`config.mk`:
```
export PLATFORM = sky130hd
export DESIGN_NAME = misaligned_ram_port
export DESIGN_NICKNAME = d
export VERILOG_FILES = /design/src/rtl/misaligned_ram_pkg.sv /design/src/rtl/lane_rotate.sv /design/src/rtl/misaligned_ram_port.sv
export SDC_FILE = /design/constraint.sdc
export NUM_CORES = 1
export LEC_CHECK = 0
export CAP_MARGIN = 20
export CORE_MARGIN = 2
export CORE_UTILIZATION = 50
export CTS_BUF_LIST = sky130_fd_sc_hd__clkbuf_16
export CTS_CLUSTER_SIZE = 8
export DETAILED_ROUTE_END_ITERATION = 8
export GPL_TIMING_DRIVEN = 0
export HOLD_SLACK_MARGIN = 0.06
export PLACE_DENSITY_LB_ADDON = 0.12
export SYNTH_ARGS = -nofsm -noshare
export SYNTH_HDL_FRONTEND = slang
export SYNTH_SLANG_ARGS = --single-unit
export TNS_END_PERCENT = 1
```
`constraint.sdc`:
```
create_clock -name CLK -period 5.75 [get_ports CLK]
set_clock_uncertainty 0.2 [all_clocks]
set_input_delay 1.15 -clock CLK [delete_from_list [all_inputs] [get_ports CLK]]
set_output_delay 1.15 -clock CLK [all_outputs]
set_load 0.02 [all_outputs]
```
`src/rtl/misaligned_ram_pkg.sv`:
```
// ============================================================================
// Module : misaligned_ram_pkg
// Brief  : Shared types and helpers for the misaligned RAM port front end.
// Rev    : 1.0
// ============================================================================
`default_nettype none

package misaligned_ram_pkg;

  // Access sequencer states: one or two RAM beats, optional read wait, response
  typedef enum logic [2:0] {
    IDLE = 3'd0,
    LO   = 3'd1,
    HI   = 3'd2,
    WAIT = 3'd3,
    RESP = 3'd4
  } state_e;

  localparam int ROT_LEFT  = 0;
  localparam int ROT_RIGHT = 1;
  localparam int MAX_LANES = 64;

  // Oversized requests collapse to a full word
  function automatic int unsigned clamp_size(input int unsigned size, input int unsigned log2g);
    return (size > log2g) ? log2g : size;
  endfunction

  // n contiguous lane enables starting at lane 0
  function automatic logic [MAX_LANES-1:0] unit_mask(input int unsigned n);
    return (MAX_LANES'(1) << n) - MAX_LANES'(1);
  endfunction

endpackage

`default_nettype wire

```
`src/rtl/lane_rotate.sv`:
```
// ============================================================================
// Module : lane_rotate
// Brief  : Combinational rotator moving whole UNITW-bit lanes left or right.
// Rev    : 1.0
// ============================================================================
`default_nettype none

module lane_rotate
  import misaligned_ram_pkg::*;
#(
  parameter int UNITW = 8,
  parameter int LANES = 4,
  parameter int DIR   = ROT_LEFT
) (
  input  logic [UNITW*LANES-1:0]   data_i,
  input  logic [$clog2(LANES)-1:0] shift_i,
  output logic [UNITW*LANES-1:0]   data_o
);

  localparam int SHW = $clog2(LANES);

  logic [LANES-1:0][UNITW-1:0] w_in;
  assign w_in = data_i;

  // Each output lane picks its source lane; LANES is a power of two so the
  // index arithmetic wraps naturally
  for (genvar i = 0; i < LANES; i++) begin : g_lane
    logic [SHW-1:0] w_src;
    assign w_src = (DIR == ROT_LEFT) ? (SHW'(i) - shift_i) : (SHW'(i) + shift_i);
    assign data_o[i*UNITW +: UNITW] = w_in[w_src];
  end

endmodule

`default_nettype wire

```
`src/rtl/misaligned_ram_port.sv`:
```
// ============================================================================
// Module : misaligned_ram_port
// Brief  : Byte-lane alignment front end for a word-organised synchronous RAM.
//          Rotates store data/enables onto lanes, splits word-crossing
//          accesses into two beats, right-aligns and extends load data.
// Rev    : 1.0
// ============================================================================
`default_nettype none

module misaligned_ram_port
  import misaligned_ram_pkg::*;
#(
  parameter  int UNITW = 8,
  parameter  int GROUP = 4,
  parameter  int ADDRW = 32,
  localparam int OFFW  = $clog2(GROUP),
  localparam int SIZEW = $clog2($clog2(GROUP) + 1)
) (
  input  logic                     CLK,
  input  logic                     RSTn,
  input  logic                     REQ_VALID,
  output logic                     REQ_READY,
  input  logic                     REQ_WE,
  input  logic                     REQ_SIGNED,
  input  logic [SIZEW-1:0]         REQ_SIZE,
  input  logic [ADDRW-1:0]         REQ_ADDR,
  input  logic [UNITW*GROUP-1:0]   REQ_WDATA,
  output logic                     RSP_VALID,
  input  logic                     RSP_READY,
  output logic [UNITW*GROUP-1:0]   RSP_RDATA,
  output logic                     RAM_EN,
  output logic [GROUP-1:0]         RAM_WE,
  output logic [ADDRW-OFFW-1:0]    RAM_ADDR,
  output logic [UNITW*GROUP-1:0]   RAM_WDATA,
  input  logic [UNITW*GROUP-1:0]   RAM_RDATA
);

  localparam int WORDW  = UNITW * GROUP;
  localparam int WAW    = ADDRW - OFFW;
  localparam int NW     = OFFW + 2;
  localparam int LANES2 = 2 * GROUP;

  state_e             state_q, state_d;
  logic               rdy_q, we_q, signed_q, split_q, caplo_q, caphi_q;
  logic [SIZEW-1:0]   size_q;
  logic [OFFW-1:0]    off_q;
  logic [WAW-1:0]     wa_q;
  logic [WORDW-1:0]   wdata_q, lo_q, hi_q, rdata_q;

  logic               w_accept, w_req_split, w_sign;
  logic [SIZEW-1:0]   w_req_size;
  logic [NW-1:0]      w_req_n, w_n;
  logic [LANES2-1:0]  w_mask, w_emask;
  logic [WORDW-1:0]   w_wrot, w_lo, w_hi, w_low, w_res;
  logic [2*WORDW-1:0] w_rot;
  logic [GROUP-1:0]   w_top;
  logic               w_unused;

  assign w_accept    = REQ_VALID && REQ_READY;
  assign w_req_size  = SIZEW'(clamp_size(32'(REQ_SIZE), OFFW));
  assign w_req_n     = NW'(1) << w_req_size;
  assign w_req_split = (NW'(REQ_ADDR[OFFW-1:0]) + w_req_n) > NW'(GROUP);

  assign w_n     = NW'(1) << size_q;
  assign w_mask  = LANES2'(unit_mask(32'(w_n)));
  assign w_emask = w_mask << off_q;

  // Store data lands on lanes off..off+n-1, wrapping into the HI word's low lanes
  lane_rotate #(.UNITW(UNITW), .LANES(GROUP), .DIR(ROT_LEFT)) u_wr_rot (
    .data_i  (wdata_q),
    .shift_i (off_q),
    .data_o  (w_wrot)
  );

  // The beat just read is still on RAM_RDATA; earlier beats come from capture regs
  assign w_lo = caplo_q ? RAM_RDATA : lo_q;
  assign w_hi = caphi_q ? RAM_RDATA : hi_q;

  lane_rotate #(.UNITW(UNITW), .LANES(LANES2), .DIR(ROT_RIGHT)) u_rd_rot (
    .data_i  ({w_hi, w_lo}),
    .shift_i ({1'b0, off_q}),
    .data_o  (w_rot)
  );

  assign w_low    = w_rot[WORDW-1:0];
  assign w_unused = ^w_rot[2*WORDW-1:WORDW];

  for (genvar j = 0; j < GROUP; j++) begin : g_top
    assign w_top[j] = w_low[(j+1)*UNITW-1];
  end

  assign w_sign = signed_q & w_top[OFFW'(w_n - NW'(1))];

  for (genvar i = 0; i < GROUP; i++) begin : g_res
    assign w_res[i*UNITW +: UNITW] = (NW'(i) < w_n) ? w_low[i*UNITW +: UNITW] : {UNITW{w_sign}};
  end

  // State register
  always_ff @(posedge CLK or negedge RSTn) begin
    if (!RSTn) state_q <= IDLE;
    else       state_q <= state_d;
  end

  // Next-state sequencing of RAM beats and the response handshake
  always_comb begin
    state_d = state_q;
    case (state_q)
      IDLE:    if (w_accept) state_d = LO;
      LO:      state_d = split_q ? HI : (we_q ? RESP : WAIT);
      HI:      state_d = we_q ? RESP : WAIT;
      WAIT:    state_d = RESP;
      RESP:    if (RSP_READY) state_d = IDLE;
      default: state_d = IDLE;
    endcase
  end

  // Outputs decoded from registered state only
  always_comb begin
    REQ_READY = rdy_q && (state_q == IDLE);
    RSP_VALID = (state_q == RESP);
    RSP_RDATA = rdata_q;
    RAM_EN    = 1'b0;
    RAM_WE    = '0;
    RAM_ADDR  = '0;
    RAM_WDATA = '0;
    case (state_q)
      LO: begin
        RAM_EN    = 1'b1;
        RAM_ADDR  = wa_q;
        RAM_WE    = we_q ? w_emask[GROUP-1:0] : '0;
        RAM_WDATA = w_wrot;
      end
      HI: begin
        RAM_EN    = 1'b1;
        RAM_ADDR  = wa_q + WAW'(1);
        RAM_WE    = we_q ? w_emask[LANES2-1:GROUP] : '0;
        RAM_WDATA = w_wrot;
      end
      default: ;
    endcase
  end

  // Ready is held off until the first clock after reset release
  always_ff @(posedge CLK or negedge RSTn) begin
    if (!RSTn) rdy_q <= 1'b0;
    else       rdy_q <= 1'b1;
  end

  // Capture the request on accept; inputs are free to change afterwards
  always_ff @(posedge CLK or negedge RSTn) begin
    if (!RSTn) begin
      we_q     <= 1'b0;
      signed_q <= 1'b0;
      split_q  <= 1'b0;
      size_q   <= '0;
      off_q    <= '0;
      wa_q     <= '0;
      wdata_q  <= '0;
    end else if (w_accept) begin
      we_q     <= REQ_WE;
      signed_q <= REQ_SIGNED;
      split_q  <= w_req_split;
      size_q   <= w_req_size;
      off_q    <= REQ_ADDR[OFFW-1:0];
      wa_q     <= REQ_ADDR[ADDRW-1:OFFW];
      wdata_q  <= REQ_WDATA;
    end
  end

  // Read data arrives one cycle after each beat; latch it into the matching half
  always_ff @(posedge CLK or negedge RSTn) begin
    if (!RSTn) begin
      caplo_q <= 1'b0;
      caphi_q <= 1'b0;
      lo_q    <= '0;
      hi_q    <= '0;
    end else begin
      caplo_q <= (state_q == LO);
      caphi_q <= (state_q == HI);
      if (caplo_q) lo_q <= RAM_RDATA;
      if (caphi_q) hi_q <= RAM_RDATA;
    end
  end

  // Response data is frozen on entry to RESP and held until consumed
  always_ff @(posedge CLK or negedge RSTn) begin
    if (!RSTn)                                     rdata_q <= '0;
    else if ((state_q != RESP) && (state_d == RESP)) rdata_q <= we_q ? '0 : w_res;
  end

endmodule

`default_nettype wire
```
==> flow_summary.json <==
{
  "die_w_um": 148,
  "cts.sinks": 171,
  "p_int_uw": 5020,
  "place_congestion": 0.924,
  "hold_viol": 0,
  "max-clock-path-buffers": 2,
  "rsz0062_at_grt": "no",
  "top_layer_used": "met4",
  "portBuffers": 204,
  "diodes": 0,
  "grt_pass1_wl_um": 50000,
  "synthCells": 967,
  "wl_per_cell_um": 21.7,
  "grt_start_max_net_pins": 89,
  "crit_required_ns": 4.40,
  "syn_to_final_growth_pct": 28.9,
  "synth_ff_type": "dfrtp_1",
  "io_pins": 205,
  "coreArea_um2": 20300,
  "cts_hold_buf": 0,
  "finalCriticalPeriod_ns": 5.49,
  "outcome": "finished clean",
  "hold_start": "split_q$_DFFE_PN0P_",
  "drv_cap": 0,
  "crit_path_top_delay_cell": "ha_1",
  "p_clk_frac": 0.134,
  "first_pass_iters": 5,
  "critPathKind": "reg -> out",
  "yosysUniqueCellTypes": 61,
  "h-tree-depth": 4,
  "row_count": 52,
  "path_max_fanout": 11,
  "fmax_mhz": 182,
  "die-height_um": 148,
  "yosysTopAreaCell": "dfrtp_1",
  "yosysTopAreaCellShare": 0.412,
  "final_net_count": 1304,
  "critPathMostFrequentCell": "buf_6",
  "hold_class": "reg -> reg",
  "power.leakage_uw": 0.00537,
  "switching_power_uw": 3870,
  "antenna_found_initial": 0,
  "drive_above_1_share": 0.216,
  "synth.most_common_cell": "dfrtp_1",
  "path_clk_slew_ns": 0.07,
  "syn-cell-area_um2": 10400,
  "crit_start": "off_q[0]$_DFFE_PN0P_",
  "synth_commonest_cells": "dfrtp_1, mux2_2, nand2_1",
  "finalInstanceArea_um2": 13400,
  "overflow": 0,
  "finalSetupViolCount": 0,
  "cp-start-kind": "flop",
  "drc_errors": 0,
  "utilization": 0.660,
  "syn_nets": 1081,
  "clk_latency_ns": 0.43,
  "dieArea_um2": 22000,
  "initial_core_util": 0.512,
  "drt-initial-drc-count": 682,
  "dp_hpwl_um": 23500,
  "grt_pass1_vias": 8939,
  "tritoncts": "done",
  "wl_met3_um": 2690,
  "slew_viol_final": 0,
  "cp.arrival_ns": 4.14,
  "cts-buffers-inserted": 17,
  "synthTopCellsByArea": "dfrtp_1, mux2_2, mux4_2",
  "seqPwrFrac": 0.261,
  "p_comb_frac": 0.605,
  "tightest_slew_ns": 0.744,
  "r2r_start": "off_q[0]$_DFFE_PN0P_",
  "num_vias": 8935,
  "clock-root-buffer": "clkbuf_16",
  "slew_headroom": 0.504,
  "drt-met1-wl_um": 13000,
  "wl_met2_um": 15600,
  "finalCritPeriodShare": 0.954,
  "ant_nets": 0,
  "vdd.ir_drop.worst_v": 0.000398,
  "vias_per_cell": 6.07,
  "synth_area_per_cell_um2": 10.8,
  "slowest_delay_ns": 0.70,
  "cts_setup_buffers": 0,
  "placed_cell_area_um2": 12800,
  "power.share.switching": 0.435,
  "end_kind": "primary output",
  "synth_edf_count": 0,
  "ys_seq_area_frac": 0.412,
  "yosysWarnings": 0,
  "synth-async-reset-ratio": 1.00,
  "grt_usage": 0.294,
  "routed_wl_um": 32000,
  "synth-seq-cells": 171,
  "p_per_area_nw_per_um2": 663,
  "crit_chain": "buf_6 -> buf_6 -> clkinv_1 -> buf_1 -> ha_1 -> clkbuf_2 -> mux4_2 -> nor2b_1 -> clkdlybuf4s50_1"
}
-- registers in the layout (all words and copies together), names as in the netlist --
register / count
RSP_RDATA: 32
hi_q: 32
lo_q: 32
wdata_q: 32
wa_q: 30
state_q: 3
off_q: 2
size_q: 2
caphi_q: 1
caplo_q: 1
rdy_q: 1
signed_q: 1
split_q: 1
we_q: 1
-- power by group through the flow --
stage	Sequential [uW]	Clock (uW)	Combinational, uW
CTS	2310	1200	5360
global placement	2290	0	5260
global route	2400	1250	5750
floorplan	2270	0	3490
finish	2320	1190	5370
detailed placement	2330	0	5310
-- per-stage QoR --
stage          hold slack (ns)  instances  setup slack (ns)  TNS, ns  power [uW]
2_1_floorplan            0.250        967              1.85        0        5760
3_5_place_dp             0.272       1442             0.244        0        7640
3_3_place_gp             0.271       1441             -3.89  -660.81        7550
4_1_cts                  0.288       1473            0.0646        0        8870
5_1_grt                  0.318       1472             0.135        0        9400
6_report                 0.283       1472             0.264        0        8890
-- final timing paths --
check | cells after the start | to | slack [ns]
max in group asynchronous | 2 | hi_q[4]$_DFF_PN0_ | 3.94
setup / recovery | 9 | RAM_WDATA[23] | 0.26
hold reg to reg | 2 | state_q[1]$_DFF_PN0_ | 0.28
setup reg to reg | 10 | RSP_RDATA[23]$_DFFE_PN0P_ | 1.80
min in group asynchronous | 1 | lo_q[23]$_DFF_PN0_ | 0.53
hold / removal | 2 | state_q[1]$_DFF_PN0_ | 0.28
-- what timing repair did --
item                                    CTS  global route
endpoints found under the setup margin   11             4
gates cloned                              0             0
resized for setup                         2             0
-- kinds of logic (layout without fill, tap and decap cells) --
family	after synthesis	in the layout	synth area share
AND/OR/NAND/NOR	271	271	0.124
multiplexers	228	228	0.291
AO/OA/AOI/OAI	203	203	0.124
flip-flops	171	171	0.412
buffers and inverters	82	317	0.0351
adder cells (fa/ha/maj)	10	10	0.0128
other	1	1	0.000361
XOR/XNOR	1	1	0.000843
-- final cells by class --
type                            instances  area (um2)
Buffer                                 65         304
Clock buffer                           17         425
Clock inverter                         14         170
Fill cell                            1669        6900
Inverter                               16        60.1
Multi-Input combinational cell        714        5750
Sequential cell                       171        4280
Tap cell                              270         338
Timing Repair Buffer                  205        2070
-- per-layer routing --
metal	up-vias	track usage
li1	4038	-
met1	4445	0.387
met2	402	0.480
met3	50	0.0785
met4	0	0.0900
met5	-	0
-- critical path, delay by kind of cell, from the launching register on --
family,cells,cell delay (ns)
adders and majority gates,1,0.70
buffers and inverters,6,2.15
DFF,1,0.38
muxes,1,0.27
and+or+nand+nor,1,0.21
-- layout by cell type (no fill, tap or decap), types with 9 or more instances in the layout --
cell type and instances:
a21oi_1 33, a31oi_1 11, buf_2 16, clkbuf_1 33
clkbuf_16 17, clkdlybuf4s50_1 203, dfrtp_1 171, ha_1 9
inv_1 14, mux2_2 149, mux2i_1 34, mux4_2 44
nand2_1 99, nand3_1 22, nand4_1 11, nor2_1 61
nor2b_1 38, o211ai_1 27, o21ai_0 75
No activity file was read; power rests on OpenSTA's default activity.
